[src/rtl/alu_stage_pkg.sv]
// alu_stage_pkg
// Shared definitions for the ALU result hand-off stage.
//   DATA_W / REG_AW : default datapath and register-address widths
//   entry_t         : one captured ALU result with its write-back/branch metadata
//   state_t         : occupancy of the two-entry skid buffer
package alu_stage_pkg;

    localparam int DATA_W = 32;
    localparam int REG_AW = 5;

    typedef struct packed {
        logic [DATA_W-1:0] result;
        logic [REG_AW-1:0] rd_addr;
        logic              reg_write;
        logic              branch_taken;
        logic [DATA_W-1:0] pc_target;
    } entry_t;

    typedef enum logic [1:0] {
        EMPTY = 2'd0,
        ONE   = 2'd1,
        FULL  = 2'd2
    } state_t;

endpackage

[src/rtl/skid_buf.sv]
// skid_buf
// Two-entry valid/ready pipeline register with a registered ready. The main
// register drives the outputs; the skid register catches the one entry that
// arrives in the cycle the downstream stalls.
// Ports:
//   clk, rst_n                 : clock, asynchronous active-low reset
//   flush                      : synchronous discard of everything held (wins over accept/pop)
//   in_valid/in_ready/in_data  : upstream side (in_ready is a flop output)
//   out_valid/out_ready/out_data : downstream side, out_data is the head entry
module skid_buf
    import alu_stage_pkg::*;
#(
    parameter int W = 8
) (
    input  logic         clk,
    input  logic         rst_n,
    input  logic         flush,
    input  logic         in_valid,
    output logic         in_ready,
    input  logic [W-1:0] in_data,
    output logic         out_valid,
    input  logic         out_ready,
    output logic [W-1:0] out_data
);

    state_t       state_reg, state_next;
    logic [W-1:0] main_reg, main_next;
    logic [W-1:0] skid_reg, skid_next;
    logic         ready_reg, ready_next;
    logic         accept, pop;

    assign accept    = in_valid & ready_reg;
    assign pop       = (state_reg != EMPTY) & out_ready;
    assign in_ready  = ready_reg;
    assign out_valid = (state_reg != EMPTY);
    assign out_data  = main_reg;

    always_comb begin
        state_next = state_reg;
        main_next  = main_reg;
        skid_next  = skid_reg;
        if (flush) begin
            state_next = EMPTY;
        end else begin
            case (state_reg)
                EMPTY: begin
                    if (accept) begin
                        main_next  = in_data;
                        state_next = ONE;
                    end
                end
                ONE: begin
                    if (accept && pop) begin
                        main_next = in_data;
                    end else if (accept) begin
                        skid_next  = in_data;
                        state_next = FULL;
                    end else if (pop) begin
                        state_next = EMPTY;
                    end
                end
                FULL: begin
                    // ready is low here, so only a pop can happen
                    if (pop) begin
                        main_next  = skid_reg;
                        state_next = ONE;
                    end
                end
                default: begin
                    state_next = EMPTY;
                end
            endcase
        end
        // Ready is decided from the next state so it can be a plain flop
        ready_next = (state_next != FULL);
    end

    always_ff @(posedge clk or negedge rst_n) begin
        if (!rst_n) begin
            state_reg <= EMPTY;
            main_reg  <= '0;
            skid_reg  <= '0;
            ready_reg <= 1'b1;
        end else begin
            state_reg <= state_next;
            main_reg  <= main_next;
            skid_reg  <= skid_next;
            ready_reg <= ready_next;
        end
    end

endmodule

[src/rtl/alu_result_stage.sv]
// alu_result_stage
// Registered hand-off stage after the ALU. Forms an entry from the ALU result
// and instruction metadata (branch-taken from the zero flag, r0 writes dropped)
// and passes it downstream through a two-entry skid buffer.
// Optional statistics: define ALU_RESULT_STAGE_STATS_EN to add accept_cnt_o and
// stall_cnt_o (32-bit, wrapping, cleared only by reset).
// Ports:
//   clk_i, rst_i (async active-low), flush_i
//   in_valid_i / in_ready_o, alu_result_i, alu_zero_i, rd_addr_i, reg_write_i,
//   branch_i, branch_ne_i, pc_target_i           : upstream entry
//   out_valid_o / out_ready_i, result_o, rd_addr_o, reg_write_o,
//   branch_taken_o, pc_target_o                  : head entry
module alu_result_stage
    import alu_stage_pkg::*;
#(
    parameter int DATA_W = alu_stage_pkg::DATA_W,
    parameter int REG_AW = alu_stage_pkg::REG_AW
) (
    input  logic              clk_i,
    input  logic              rst_i,
    input  logic              flush_i,
    input  logic              in_valid_i,
    output logic              in_ready_o,
    input  logic [DATA_W-1:0] alu_result_i,
    input  logic              alu_zero_i,
    input  logic [REG_AW-1:0] rd_addr_i,
    input  logic              reg_write_i,
    input  logic              branch_i,
    input  logic              branch_ne_i,
    input  logic [DATA_W-1:0] pc_target_i,
    output logic              out_valid_o,
    input  logic              out_ready_i,
    output logic [DATA_W-1:0] result_o,
    output logic [REG_AW-1:0] rd_addr_o,
    output logic              reg_write_o,
    output logic              branch_taken_o,
    output logic [DATA_W-1:0] pc_target_o
`ifdef ALU_RESULT_STAGE_STATS_EN
    ,
    output logic [31:0]       accept_cnt_o,
    output logic [31:0]       stall_cnt_o
`endif
);

    localparam int PAY_W = 2 * DATA_W + REG_AW + 2;

    logic             taken;
    logic             write_en;
    logic [PAY_W-1:0] in_payload;
    logic [PAY_W-1:0] out_payload;

    // BEQ is taken on zero, BNE on non-zero
    assign taken    = branch_i & (alu_zero_i ^ branch_ne_i);
    // r0 is hard-wired zero, so a write to it is dropped here
    assign write_en = reg_write_i & (rd_addr_i != '0);

    assign in_payload = {alu_result_i, rd_addr_i, write_en, taken, pc_target_i};

    skid_buf #(
        .W(PAY_W)
    ) u_skid (
        .clk       (clk_i),
        .rst_n     (rst_i),
        .flush     (flush_i),
        .in_valid  (in_valid_i),
        .in_ready  (in_ready_o),
        .in_data   (in_payload),
        .out_valid (out_valid_o),
        .out_ready (out_ready_i),
        .out_data  (out_payload)
    );

    assign {result_o, rd_addr_o, reg_write_o, branch_taken_o, pc_target_o} = out_payload;

`ifdef ALU_RESULT_STAGE_STATS_EN
    logic [31:0] accept_cnt_reg;
    logic [31:0] stall_cnt_reg;
    logic        accept_real;

    // An input arriving together with flush is dropped, so it is not counted
    assign accept_real = in_valid_i & in_ready_o & ~flush_i;

    always_ff @(posedge clk_i or negedge rst_i) begin
        if (!rst_i) begin
            accept_cnt_reg <= '0;
            stall_cnt_reg  <= '0;
        end else begin
            if (accept_real) begin
                accept_cnt_reg <= accept_cnt_reg + 32'd1;
            end
            if (out_valid_o && !out_ready_i) begin
                stall_cnt_reg <= stall_cnt_reg + 32'd1;
            end
        end
    end

    assign accept_cnt_o = accept_cnt_reg;
    assign stall_cnt_o  = stall_cnt_reg;
`endif

endmodule

[config.mk]
export PLATFORM = sky130hd
export DESIGN_NAME = alu_result_stage
export DESIGN_NICKNAME = d
export VERILOG_FILES = /design/src/rtl/alu_stage_pkg.sv /design/src/rtl/skid_buf.sv /design/src/rtl/alu_result_stage.sv
export SDC_FILE = /design/constraint.sdc
export NUM_CORES = 1
export LEC_CHECK = 0
export CORE_UTILIZATION = 35
export CTS_CLUSTER_DIAMETER = 60
export DETAILED_ROUTE_END_ITERATION = 6
export PLACE_DENSITY = 0.66
export SETUP_SLACK_MARGIN = 0.3
export SLEW_MARGIN = 15
export SYNTH_ARGS = -nofsm -noshare
export SYNTH_HDL_FRONTEND = slang
export SYNTH_HIERARCHICAL = 1
export SYNTH_SLANG_ARGS = --single-unit
[constraint.sdc]
create_clock -name clk_i -period 2.3 [get_ports clk_i]
set_clock_uncertainty 0.15 [all_clocks]
set_input_delay 0.46 -clock clk_i [delete_from_list [all_inputs] [get_ports clk_i]]
set_output_delay 0.46 -clock clk_i [all_outputs]
set_load 0.01 [all_outputs]
==> summary.txt, run 1 <==
Routing
  • DR iter-0 viols: 185
  • Avg Vias per Cell: 4.74
  • DR WL/cell: 16.8 microns
  • Vias: 4154
  • Pre-antenna DRT Iters: 6
  • DRC: 0
  • Antenna viol nets, final: 0
  • Routed wire length: 14.7 mm

Cells and area
  • Area grow syn2layout: 38.4%
  • Fin nets: 712
  • Fillers: 1539
  • Post-route insts no fill: 876
  • Fin util: 0.494
  • Register area: 3630 sq um
  • Ant diodes: 0
  • Multi-input gate area: 2550 sq um
  • Share of post-route cells with drive strength above 1: 0.199

Floorplan
  • Die width: 137 microns
  • # rows: 49
  • I/O Pins: 151
  • Die Span Y: 137 microns
  • Core Footprint: 18000 sq um
  • Die ar.: 18900 sq um
  • Initial Util: 0.357

Worst setup path
  • Crit Path Class: primary input to register
  • CP Max Fanout: 33
  • Worst Path Buf+Inv: 2
  • Reg2reg setup slack: 300 ps
  • Startpoint types: primary input
  • WP data arrival: 2160 ps
  • CP max stage cell: or4b_4
  • CP top delay family: buffers and inverters
  • Critical path data required time: 2430 ps
  • FF-to-FF Start: u_skid/in_ready
  • Worst stage delay on the critical path: 520 ps
  • R2r endpoint: u_skid/skid_reg[22]
  • CP startpoint: out_ready_i
  • Crit path to: u_skid/skid_reg[22]
  • R2R cell count: 4
  • WP depth: 5
  • Crit path cell chain: clkdlybuf4s50_1 -> nor2b_4 -> or4b_4 -> buf_12 -> mux2_4
  • Crit. End Element: register

Run
  • MaxCap Viol Count: 0

Place
  • GP Congestion: 0.739
  • Detailed placer's ending HPWL: 9.26 mm
  • Inst Count DP: 840
  • IO Port Bufs: 150

Logic synthesis
  • Post-Syn Instances: 479
  • Synth unique cells: 27
  • Synth area leaders: dfrtp_1 56%, mux2_4 16%, mux2i_1 11%
  • Seq cells post-synth: 145
  • Syn_nets: 557
  • Avg Synthesized Cell Area: 13.4 sq um
  • Synth Cell Area: 6410 sq um
  • Synthesis warning total: 6
  • Register area share after synthesis: 0.566
  • Post-synth top area share: 0.562
  • Yosys top cell by area: dfrtp_1

CTS
  • Clock sinks: 145
  • Worst skew pair latency: 410 ps
  • CTS tree: done
  • Root Driver: clkbuf_16
  • Clock slew at reported path FFs: 60 ps
  • CTS HTree Levels: 4
  • Clk buf depth: 2
  • CTS buffer count: 17

GRT
  • Initial antenna violation count: 0
  • Vias in the first global route: 4404
  • Gr usage total: 0.158
  • Pin count of the biggest net entering global routing: 75
  • Grt total ovfl: 0
  • First-pass GRT wire length: 22.8 mm

Power
  • VDD IR max: 0.000514 V
  • Power per cell area: 938 nW/um^2
  • Design Power: 8320 uW
  • P_leak: 0.00402 uW

Timing
  • Final critical-path required period: 2020 ps
  • Tcrit/Tclk final: 0.879
  • Worst Tran Pin Value: 432 ps
  • Relative slew slack: 0.712
  • Max Fclk: 0.495 GHz
  • RSZ-0062 raised after global routing: yes
  • Final hold violation count: 0
  • # setup viols final: 0
  • Count of final max-slew check failures: 0
  • Fin Setup TNS: 0 ps

Run status
  • Status: finished clean

Worst hold path
  • Min-delay worst type: register to register
[metal layers]
layer  wire length [microns]  share of wire  GRT usage  vias to the layer above
met3                     718          0.049     0.0526                        5
li1                        -              -          -                     1975
met1                    6940           0.47      0.210                     2082
met2                    6970           0.47      0.246                       92
met5                       0              0          0                        -
met4                      72         0.0049     0.0440                        0
[area by class of cell]
class / instances / area share
clock buffer: 19 / 0.0510
clock inverter: 13 / 0.0207
inverter: 1 / 0.000423
multi-input combinational: 302 / 0.287
sequential: 145 / 0.409
tap: 229 / 0.0323
timing repair buffer: 167 / 0.199
[logic make-up (layout without fill, tap and decap cells)]
logic type,after synthesis,count (layout),share of synthesized area
AND/OR/NAND/NOR,82,82,0.0540
multiplexers,143,143,0.277
flip-flops,145,145,0.566
AO/OA/AOI/OAI,76,76,0.0622
XOR/XNOR,1,1,0.00137
buffers and inverters,32,200,0.0392
[tightest hold or removal path, cell delays in order (launching register included)]
cell and delay, ps:
dfrtp_1 340, nand2_1 40, o21ai_0 60
[where the power goes]
part	total, uW	internal (uW)	switching, uW
Clock	2930	1870	1060
Combinational	1840	1190	644
Sequential	3550	3180	369
Total	8320	6250	2070
[layout by cell type (no fill, tap or decap), types with 2 or more instances in the layout]
cell type	Yosys	layout
o21a_1	2	2
clkinvlp_4	0	3
clkbuf_16	0	19
nand2_1	73	72
dfrtp_1	144	143
mux2_4	69	69
mux2i_1	72	72
dlymetal6s2s_1	0	5
o21ai_0	69	66
clkinv_4	0	2
buf_12	7	6
mux2_2	2	2
clkdlybuf4s50_1	0	142
clkinv_2	0	3
bufinv_16	0	4
buf_4	0	7
clkbuf_8	0	2
o21ai_1	2	5
[synth_stat cells (all sizes together)]
cell type / n
nand2b: 1
inv: 1
and2b: 1
o21ai: 71
dfstp: 1
nor2: 1
nand4bb: 1
or4: 1
o31a: 1
xor2: 1
or2: 1
clkbuf: 15
mux2i: 72
dfrtp: 144
o41a: 1
o21a: 2
or4b: 1
nand2: 73
mux2: 71
o22a: 1
and2: 1
nor2b: 1
buf: 16
[worst min path at each step]
| stage | slack [ps] | end | cells after the start | start |
|---|---|---|---|---|
| floorplan | 10 | u_skid/out_data[0] | 0 | rst_i |
| global placement | 240 | u_skid/skid_reg[60] | 1 | rst_i |
| detailed placement | 240 | u_skid/out_data[61] | 1 | rst_i |
| CTS | 340 | u_skid/out_data[49] | 2 | u_skid/out_data[49] |
| global route | 370 | u_skid/out_data[21] | 2 | u_skid/out_data[21] |
| finish | 330 | u_skid/out_data[49] | 2 | u_skid/out_data[49] |
[timing repair]
action / CTS / global route
cloned: 0 / 2
resized for setup: 3 / 12
setup buffers: 0 / 1
hold buffers: 1 / 0
setup endpoints to repair: 3 / 74
endpoints found under the hold margin: 34 / 0
[through the flow]
step / area (sq um) / hold WS [ps] / setup WS, ps
3_3_place_gp: 8150 / 237 / -109
3_5_place_dp: 8150 / 242 / -135
2_1_floorplan: 6430 / 14.4 / 315
5_1_grt: 8880 / 365 / 263
6_report: 8880 / 328 / 278
4_1_cts: 8800 / 335 / 172
No activity file was read; power rests on OpenSTA's default activity.
==> run 2: changes to the inputs <==
--- a/config.mk
+++ b/config.mk
@@ -8,7 +8,8 @@
 export CORE_UTILIZATION = 35
 export CTS_CLUSTER_DIAMETER = 60
 export DETAILED_ROUTE_END_ITERATION = 6
-export PLACE_DENSITY = 0.66
+export PLACE_DENSITY = 0.63
+export REMOVE_ABC_BUFFERS = 1
 export SETUP_SLACK_MARGIN = 0.3
 export SLEW_MARGIN = 15
 export SYNTH_ARGS = -nofsm -noshare
==> run 2 against run 1 <==
Net effect:
- critical path depth stayed put
- die area stayed put
- via count is 3.5% higher
- core utilization is 0.67 points higher
- sequential power hardly changed
- first-iteration DRC count is 25% lower
- highest routed layer unchanged
- power is 2.2% lower
- critical path type unchanged
- sequential share of layout area is 0.55 points lower
- design area is 1.4% higher
==> summary.txt, run 2 (synthesis results as in run 1) <==
Routing
  • Vias: 4301
  • DR WL/cell: 17.5 microns
  • Pre-antenna DRT Iters: 5
  • Avg Vias per Cell: 4.85
  • DRC: 0
  • Routed wire length: 15.6 mm
  • DR iter-0 viols: 139
  • Antenna viol nets, final: 0

Worst setup path
  • Worst stage delay on the critical path: 570 ps
  • Crit Path Class: primary input to register
  • Startpoint types: primary input
  • R2R cell count: 4
  • WP data arrival: 2190 ps
  • CP max stage cell: or4b_4
  • Crit. End Element: register
  • Crit path cell chain: clkdlybuf4s50_1 -> nor2b_4 -> or4b_4 -> clkbuf_16 -> mux2_4
  • CP Max Fanout: 8
  • Critical path data required time: 2450 ps

Worst hold path
  • Cell depth of the worst hold path: 2
  • Min-delay worst type: register to register

Cells and area
  • Area grow syn2layout: 40.3%
  • Share of post-route cells with drive strength above 1: 0.211
  • Top library cells by usage in the layout, fill and taps aside: 143 x clkdlybuf4s50_1, 143 x dfrtp_1, 72 x nand2_1, 72 x mux2i_1, 69 x mux2_4
  • Fillers: 1539
  • Fin nets: 723
  • Fin util: 0.501
  • Ant diodes: 0

Place
  • Detailed placer's ending HPWL: 9.15 mm
  • GP Congestion: 0.702
  • IO Port Bufs: 150

Timing
  • Count of final max-slew check failures: 0
  • # setup viols final: 0
  • RSZ-0062 raised after global routing: yes
  • Fin Setup TNS: 0 ps
  • Max Fclk: 0.489 GHz
  • Final critical-path required period: 2050 ps
  • Worst Tran Pin Value: 463 ps
  • Final hold violation count: 0
  • Tcrit/Tclk final: 0.889
  • Relative slew slack: 0.691

Floorplan
  • Core Footprint: 18000 sq um
  • # rows: 49
  • Die ar.: 18900 sq um
  • Die width: 137 microns
  • I/O Pins: 151
  • Die Span Y: 137 microns
  • Initial Util: 0.357

Power
  • Seq pwr share: 0.437
  • VDD IR max: 0.000485 V
  • Clock share of power: 0.334
  • Power per cell area: 905 nW/um^2
  • Logic pwr share: 0.229
  • P_leak: 0.00406 uW
  • P_int: 6000 uW
  • Net Sw Power: 2140 uW
  • Net Sw Frac: 0.263

GRT
  • Vias in the first global route: 4358
  • Gr usage total: 0.155
  • Grt total ovfl: 0
  • Pin count of the biggest net entering global routing: 97
  • First-pass GRT wire length: 22.2 mm
  • Initial antenna violation count: 0

CTS
  • Clk buf depth: 2
  • Clock sinks: 145
  • Clock slew at reported path FFs: 60 ps
  • CTS HTree Levels: 4
  • Worst skew pair latency: 410 ps
  • CTS buffer count: 17
  • CTS tree: done
  • Root Driver: clkbuf_16

Run status
  • Status: finished clean

Run
  • MaxCap Viol Count: 0
[run 2: what timing repair did]
item / CTS / global route
endpoints found under the setup margin: 70 / 107
buffers inserted: 0 / 3
pin swaps: 0 / 1
hold buffers: 1 / 0
gates resized for setup: 8 / 19
cloned: 0 / 8
endpoints found under the hold margin: 43 / 0
[run 2: routing by layer]
layer / part of all wire / track usage / vias up
met5: 0 / 0 / -
met3: 0.047 / 0.0397 / 18
li1: - / - / 2005
met1: 0.47 / 0.202 / 2168
met2: 0.47 / 0.250 / 110
met4: 0.015 / 0.0568 / 0
[run 2: worst paths after layout]
| kind | startpoint | slack (ps) | end |
|---|---|---|---|
| max | out_ready_i | 250 | u_skid/skid_reg[2] |
| min | u_skid/out_data[48] | 330 | u_skid/out_data[48] |
| max reg2reg | u_skid/in_ready | 260 | u_skid/skid_reg[2] |
| min reg2reg | u_skid/out_data[48] | 330 | u_skid/out_data[48] |
| max in group asynchronous | rst_i | 920 | u_skid/in_ready |
| min in group asynchronous | rst_i | 410 | u_skid/skid_reg[57] |
[run 2: layout make-up]
type | count | area, sq um | share of cell area
flip-flops and latches | 145 | 3630 | 0.403
clock buffers | 17 | 425 | 0.0473
well taps | 229 | 287 | 0.0318
repair buffers | 177 | 1920 | 0.214
clock inverters | 15 | 159 | 0.0177
multi-input cells | 303 | 2570 | 0.286
inverters | 1 | 3.75 | 0.000417
[run 2: stage by stage]
step	hold WS (ps)	area [sq um]	setup slack, ps	total power [uW]	std cells
6_report	329	9000	254	8140	887
4_1_cts	334	8760	201	8180	876
5_1_grt	339	9000	222	8580	887
3_3_place_gp	274	8150	-129	5330	843
2_1_floorplan	14.4	6170	-1500	4470	448
3_5_place_dp	283	8150	-160	5400	843
[run 2: power by group through the flow]
stage	Sequential (uW)	Clock, uW	Combinational, uW
after floorplan	3610	0	861
after detailed placement	3580	0	1830
after CTS	3550	2790	1830
final	3550	2720	1860
after global placement	3560	0	1770
after global routing	3630	2930	2020
[run 2: worst max-delay path, delay by kind of cell]
kind / cells / cell delay (ps)
simple gates: 2 / 750
buf+inv: 2 / 690
mux: 1 / 300
==> run 3: changes to the inputs <==
--- a/config.mk
+++ b/config.mk
@@ -5,10 +5,10 @@
 export SDC_FILE = /design/constraint.sdc
 export NUM_CORES = 1
 export LEC_CHECK = 0
-export CORE_UTILIZATION = 35
+export CORE_UTILIZATION = 50
 export CTS_CLUSTER_DIAMETER = 60
 export DETAILED_ROUTE_END_ITERATION = 6
-export PLACE_DENSITY = 0.63
+export PLACE_DENSITY = 0.83
 export REMOVE_ABC_BUFFERS = 1
 export SETUP_SLACK_MARGIN = 0.3
 export SLEW_MARGIN = 15
==> run 3 against run 2 <==
Net effect:
- fmax increased by 0.58%
- clock power increased by 20%
- wire length decreased by 6.5%
- sequential share of layout area decreased by 0.15 points
- worst hold slack got worse by 58 ps
- core utilization increased by 22 points
- setup slack improved by 12 ps
- largest cell class unchanged
- highest routed layer unchanged
- sequential power about the same
- first-iteration DRC count increased by 60%
- clock-buffer cell count increased by 5
==> summary.txt, run 3 (synthesis results as in run 1) <==
Worst setup path
  • Critical path data required time: 2450 ps
  • R2R cell count: 5
  • CP Max Fanout: 15
  • Crit Path Class: primary input to register
  • WP data arrival: 2180 ps
  • Crit. End Element: register
  • Startpoint types: primary input

Routing
  • Routed wire length: 14.6 mm
  • Antenna viol nets, final: 0
  • DR iter-0 viols: 223
  • DR WL/cell: 17.6 microns
  • DRC: 0
  • Pre-antenna DRT Iters: 4
  • Vias: 4302
  • Avg Vias per Cell: 5.21

GRT
  • First-pass GRT wire length: 23.3 mm
  • Pin count of the biggest net entering global routing: 71
  • Initial antenna violation count: 0
  • Gr usage total: 0.233
  • Vias in the first global route: 4497
  • Grt total ovfl: 0

Cells and area
  • Fin util: 0.719
  • Multi-input gate area: 2550 sq um
  • Top library cells by usage in the layout, fill and taps aside: 145 x clkdlybuf4s50_1, 143 x dfrtp_1, 72 x nand2_1, 72 x mux2i_1
  • Fin nets: 719
  • Most common cell after layout, fill and taps aside: clkdlybuf4s50_1
  • Register area: 3630 sq um
  • Post-route insts no fill: 826
  • Fillers: 809
  • Ant diodes: 0
  • Share of post-route cells with drive strength above 1: 0.202
  • Area grow syn2layout: 40.8%

Place
  • Detailed placer's ending HPWL: 9.02 mm
  • Inst Count DP: 785
  • Pre-CTS WS: -130 ps
  • GP Congestion: 0.738
  • IO Port Bufs: 150

Timing
  • Relative slew slack: 0.754
  • # setup viols final: 0
  • Max Fclk: 0.492 GHz
  • Final hold violation count: 0
  • Tcrit/Tclk final: 0.884
  • Worst Tran Pin Value: 369 ps
  • Worst Slack Setup Final: 266 ps
  • RSZ-0062 raised after global routing: yes
  • Final critical-path required period: 2030 ps
  • Count of final max-slew check failures: 0

Floorplan
  • I/O Pins: 151
  • Die ar.: 13300 sq um
  • Die Span Y: 115 microns
  • Initial Util: 0.510
  • Die width: 115 microns
  • # rows: 41
  • Core Footprint: 12600 sq um

CTS
  • CTS buffer count: 17
  • Clock sinks: 145
  • CTS tree: done
  • Clock slew at reported path FFs: 60 ps
  • CTS HTree Levels: 4
  • Clk buf depth: 2
  • Worst skew pair latency: 410 ps
  • Root Driver: clkbuf_16

Power
  • Design Power: 8710 uW
  • P_leak: 0.00410 uW
  • VDD IR max: 0.000506 V
  • Power per cell area: 964 nW/um^2

Run status
  • Status: finished clean

Worst hold path
  • Min-delay worst type: primary input to async pin

Run
  • MaxCap Viol Count: 0
[run 3: changes by cell type in the layout (fill, tap and decap cells not counted), sizes merged]
cell | previous run | this run
bufinv | 2 | 7
clkinvlp | 6 | 1
inv | 5 | 1
clkdlybuf4s50 | 143 | 145
dlymetal6s2s | 4 | 2
clkbuf | 21 | 22
clkinv | 3 | 2
dlygate4sd2 | 1 | 2
or4b | 2 | 1
[run 3: worst paths after layout]
path / start / to / slack [ps]
max: in_valid_i / u_skid/skid_reg[3] / 270
min: rst_i / u_skid/out_data[57] / 270
max reg2reg: u_skid/in_ready / u_skid/skid_reg[3] / 270
min reg2reg: u_skid/out_data[51] / u_skid/out_data[51] / 330
max in group asynchronous: rst_i / u_skid/in_ready / 1130
min in group clk_i: u_skid/out_data[51] / u_skid/out_data[51] / 330
[run 3: what timing repair did]
| item | in CTS | in global routing |
|---|---|---|
| resized for setup | 10 | 3 |
| setup endpoints to repair | 51 | 74 |
| endpoints found under the hold margin | 26 | 0 |
| cloned | 4 | 0 |
| pin swaps | 1 | 0 |
| hold buffers | 1 | 0 |
| buffers inserted | 2 | 2 |
[run 3: layout make-up]
type	count	area share
timing repair buffer	174	0.213
clock inverter	10	0.0252
tap	172	0.0238
inverter	1	0.000416
clock buffer	22	0.0525
multi-input combinational	302	0.283
sequential	145	0.402
[run 3: per-layer routing]
layer | vias up | part of all wire | track usage | wire length, microns
met5 | - | 0 | 0 | 0
met4 | 0 | 0.018 | 0.0935 | 267
met3 | 24 | 0.041 | 0.0527 | 598
met2 | 112 | 0.50 | 0.383 | 7320
met1 | 2174 | 0.44 | 0.299 | 6360
li1 | 1992 | - | - | -
[run 3: critical path, stage by stage]
cell             delay (ps)
clkdlybuf4s50_1         470
nand2_2                  70
or4b_4                  510
buf_12                  180
buf_12                  160
mux2_4                  310
[run 3: per-stage QoR]
stage               area [sq um]  setup TNS, ps  hold slack, ps
floorplan                   6170        -190300            14.4
detailed placement          8140         -12640             135
CTS                         9000              0             266
global placement            8140          -7290             134
global route                9030              0             276
finish                      9030              0             271
[run 3: power breakdown]
group          switching (uW)  internal (uW)
registers                 395           3180
logic                     657           1210
clock network            1040           2230
